**src/rtl/mem_stage_sram_ctrl.sv**
```systemverilog
// Splits MEM-stage 32-bit loads/stores into two 16-bit SRAM half-word accesses held LAT cycles each.
// Latency: 2*LAT+2 cycles from request to DONE; ready is low for 2*LAT+1 of them, which freezes the pipeline.
module mem_stage_sram_ctrl #(
    parameter int unsigned ADDR_BASE = 1024,
    parameter int          SRAM_AW   = 18,
    parameter int          LAT       = 2
) (
    input  logic               clk,
    input  logic               rst,
    input  logic               memREn,
    input  logic               memWEn,
    input  logic [31:0]        addr,
    input  logic [31:0]        wrData,
    output logic [31:0]        rdData,
    output logic               ready,
    output logic [SRAM_AW-1:0] sramAddr,
    output logic [15:0]        sramDqOut,
    output logic               sramDqOe,
    input  logic [15:0]        sramDqIn,
    output logic               sramWeN
);

    typedef enum logic [1:0] {IDLE, LO, HI, DONE} state_t;

    localparam logic [3:0] CNT_LAST = 4'(LAT - 1);

    state_t             state;
    logic [3:0]         cnt;
    logic [SRAM_AW-2:0] wordAddr;
    logic [31:0]        wrBuf;
    logic               isWr;
    logic [31:0]        offset;
    logic               req;
    logic               unusedOffsetBits;

    // Wraps modulo 2^32 for addresses below ADDR_BASE; the low two bits are dropped (word access only).
    assign offset           = addr - 32'(ADDR_BASE);
    assign unusedOffsetBits = ^{offset[31:SRAM_AW+1], offset[1:0]};
    assign req              = memREn | memWEn;
    assign ready            = (state == DONE) || ((state == IDLE) && !req);

    always_ff @(posedge clk or negedge rst) begin
        if (!rst) begin
            state     <= IDLE;
            cnt       <= 4'd0;
            wordAddr  <= '0;
            wrBuf     <= 32'd0;
            isWr      <= 1'b0;
            rdData    <= 32'd0;
            sramAddr  <= '0;
            sramDqOut <= 16'd0;
            sramDqOe  <= 1'b0;
            sramWeN   <= 1'b1;
        end else begin
            case (state)
                IDLE: begin
                    if (req) begin
                        // A simultaneous load+store request is performed as a store.
                        wordAddr  <= offset[SRAM_AW:2];
                        wrBuf     <= wrData;
                        isWr      <= memWEn;
                        cnt       <= 4'd0;
                        sramAddr  <= {offset[SRAM_AW:2], 1'b0};
                        sramDqOut <= wrData[15:0];
                        sramDqOe  <= memWEn;
                        sramWeN   <= ~memWEn;
                        state     <= LO;
                    end
                end
                LO: begin
                    if (cnt == CNT_LAST) begin
                        if (!isWr) begin
                            rdData[15:0] <= sramDqIn;
                        end
                        cnt       <= 4'd0;
                        sramAddr  <= {wordAddr, 1'b1};
                        sramDqOut <= wrBuf[31:16];
                        state     <= HI;
                    end else begin
                        cnt <= cnt + 4'd1;
                    end
                end
                HI: begin
                    if (cnt == CNT_LAST) begin
                        if (!isWr) begin
                            rdData[31:16] <= sramDqIn;
                        end
                        cnt      <= 4'd0;
                        sramWeN  <= 1'b1;
                        sramDqOe <= 1'b0;
                        state    <= DONE;
                    end else begin
                        cnt <= cnt + 4'd1;
                    end
                end
                DONE: begin
                    // A request still present here is the one just completed; never restart it.
                    state <= IDLE;
                end
                default: begin
                    state <= IDLE;
                end
            endcase
        end
    end

endmodule

```
**config.mk**
```make
export PLATFORM = sky130hd
export DESIGN_NAME = mem_stage_sram_ctrl
export DESIGN_NICKNAME = d
export VERILOG_FILES = /design/src/rtl/mem_stage_sram_ctrl.sv
export SDC_FILE = /design/constraint.sdc
export NUM_CORES = 1
export LEC_CHECK = 0
export CORE_MARGIN = 3
export CORE_UTILIZATION = 52
export CTS_BUF_LIST = sky130_fd_sc_hd__clkbuf_4 sky130_fd_sc_hd__clkbuf_8
export DETAILED_ROUTE_END_ITERATION = 8
export GPL_ROUTABILITY_DRIVEN = 0
export HOLD_SLACK_MARGIN = 0.15
export PLACE_DENSITY = 0.89
export SLEW_MARGIN = 10
export SYNTH_ARGS = -nofsm -noshare
export SYNTH_HDL_FRONTEND = slang
export SYNTH_SLANG_ARGS = --single-unit
```
**constraint.sdc**
```tcl
create_clock -name clk -period 3.45 [get_ports clk]
set_clock_uncertainty 0.1 [all_clocks]
set_input_delay 0.345 -clock clk [delete_from_list [all_inputs] [get_ports clk]]
set_output_delay 0.345 -clock clk [all_outputs]
set_load 0.02 [all_outputs]
```
==> results.md <==
* Total global routing overflow at 0
* Final Slew Violations at 0
* Post-synth EDFFs at 0
* Yosys warning count at 0
* Multi-input gate area at 1930 um2
* Post-DRT Antenna Nets at 0
* DRT iter0 DRCs at 74
* Post-CTS Setup Repair Bufs at 0
* Ports at 153
* Most frequent cell after synthesis: dfrtp_1
* Relative slew slack at 31.3%
* Final hold slack at 393 ps
* Reg2reg path depth at 5
* Nets at 604
* Finished Layout Cells at 625
* Vias per cell at 5.30
* Distinct cells, synth at 41
* Unrepaired setup endpoints after global routing: no
* Status: finished clean
* Die area at 10,400 um2
* Core footprint at 8810 um2
* Arr. time, crit path at 2490 ps
* PwrDens at 971 nW/um2
* Total Routing Usage GR at 20.7%
* Sequential Area at 2700 um2
* First-pass GRT wire length at 16.6 mm
* Tcrit/Tclk final at 85.1%
* Post-CTS resize count at 0
* Std cell rows at 34
* Fin crit period at 2940 ps
* Syn_nets at 470
* Routed length per instance at 16.4 um
* R2R Path Start: state[1]
* Worst hold path stage count at 2
* Area Growth Syn to Fin at 33.7%
* Clk sinks at 108
* Critical path type: reg -> out
* RR Endpoint: sramAddr[14]
* Final Setup Violations at 0
* Flop2flop setup slack at 890 ps
* Hold buffers post-CTS at 1
* Worst-path clk slew at 100 ps
* Fill count at 631
* Die height at 102 um
* Maximum clock frequency at 341 MHz
* Synthesized area at 4770 um2
* Hold EP: wordAddr[8]
* DP HPWL at 7.23 mm
* WL final at 10.3 mm
* Dpl cell area at 6190 um2
* Initial Util at 54.2%
* LEAKAGE at 2.80 nW
* CP startpoint kind: flop
* Max H-tree Level at 3
* Ant diodes at 0
* Commonest cells post-synth: dfrtp_1, nand2_1, mux2_2
* #FFs+latches synth at 108
* CTS tree: done
* Top post-synthesis cells by area: dfrtp_1, mux2_2, mux2_4, mux2i_1, nand2_1
* Largest net degree at the start of global routing at 58
* VDD IR max at 0.000491 V
* Final hold vios at 0
* Critical path data required time at 3000 ps
* Setup TNS after final layout at 0 ps
* Number of port buffers at 137
* Min-delay src: wordAddr[8]
* Share of layout cells above drive strength 1 at 18.0%
* Max Root-Sink Buffers at 2
* Most used DFF post-synth: dfrtp_1
* Worst Path Max Fanout at 9
* Number of global-route vias before repair at 3,455
* Top cell type by total area after synthesis: dfrtp_1
* Initial antenna violation count at 0
* Final core occ at 72.4%
* Root Buffer: clkbuf_8
* HP Class: reg -> reg
* CP Capture Type: primary output
* Die Width at 102 um
* Async set or reset register ratio after synthesis at 100%
* DP Cell Count at 609
* Router iterations before antenna repair at 4
* Via Count at 3,313
* Number of max-cap violations at 0
* Tightest Pin Transition at 1030 ps
* Synth Instances at 379
* Average size of a mapped cell at 12.6 um2
* Clock insertion delay at the later pin of the skew report at 360 ps
* Synth top area share at 56.1%
* DRC at 0
* Total CTS buffers at 9
* Seq/Total Area, Yosys at 56.7%
* Final instance area at 6380 um2
metal layers:
layer  global-route usage (%)  wire length [um]  vias up
li1                         -                 -     1583
met1                     25.5              4420     1608
met2                     34.4              4970      113
met3                     7.78               759        9
met4                     5.32               121        0
met5                        0                 0        -
cell usage in the layout (no fill, tap or decap), types with 2 or more instances in the layout:
cell / netlist / final
a22o_1: 3 / 2
nand2_1: 51 / 51
mux2i_1: 26 / 26
clkdlybuf4s50_1: 0 / 136
nor2_1: 6 / 6
inv_1: 7 / 7
dfrtp_1: 107 / 107
nor3_1: 3 / 3
o211ai_1: 4 / 4
clkinv_4: 0 / 2
nor3b_1: 3 / 3
mux2_4: 20 / 20
clkinv_2: 0 / 2
nand3_1: 5 / 5
a21oi_1: 4 / 4
o21ai_0: 20 / 19
o21ai_2: 2 / 2
buf_4: 1 / 5
mux2_2: 39 / 39
ha_1: 7 / 6
nand2b_1: 3 / 3
clkbuf_8: 0 / 10
o21ai_1: 25 / 25
xnor2_1: 6 / 6
nand2_4: 2 / 2
registers in the layout, summed over array words and instances, names as in the netlist:
| name | cells |
|---|---|
| isWr | 1 |
| sramAddr | 18 |
| wordAddr | 17 |
| wrBuf | 16 |
| rdData | 32 |
| sramDqOe | 1 |
| cnt | 4 |
| state | 2 |
| sramDqOut | 16 |
| sramWeN | 1 |
worst max-delay path by stage:
stage	start	endpoint	cells after the start
after floorplan	state[0]	state[1]	5
after global placement	memREn	ready	4
after detailed placement	state[1]	sramAddr[15]	5
after CTS	state[0]	ready	5
after global routing	state[0]	ready	5
final	state[0]	ready	5
worst max-delay path: stages, from the launching register on:
cell and delay (ps):
dfrtp_1 410, inv_1 110, ha_1 370, or3b_2 530
nand2b_1 90, clkdlybuf4s50_1 620
cell type report:
class / instances / area share (%)
inverter: 7 / 0.412
sequential: 108 / 42.4
timing repair buffer: 142 / 22.1
multi-input combinational: 245 / 30.3
tap: 108 / 2.12
clock inverter: 5 / 0.569
clock buffer: 10 / 2.16
stage by stage:
stage	setup WS, ps	power, mW
after global placement	912	5.41
after detailed placement	887	5.54
final	515	6.19
after CTS	491	6.26
after floorplan	1560	4.31
after global routing	355	6.62
report_power, final:
| group | total [mW] | switching [mW] | internal [mW] | leakage, nW |
|---|---|---|---|---|
| registers | 2.27 | 0.359 | 1.91 | 1.30 |
| clock network | 0.705 | 0.423 | 0.282 | 0.0925 |
| logic | 3.22 | 1.61 | 1.60 | 1.41 |
| total | 6.19 | 2.40 | 3.80 | 2.80 |
kinds of logic (layout without fill, tap and decap cells):
group / Yosys count / in the layout / share of synthesized area, %
flops: 108 / 108 / 56.7
mux: 85 / 85 / 21.0
simple gates: 83 / 83 / 8.45
compound gates: 63 / 63 / 7.61
buf+inv: 26 / 164 / 3.17
fa+ha+maj: 7 / 7 / 1.84
xor+xnor: 7 / 7 / 1.29
Note: power is estimated with default switching activity, not from simulation.
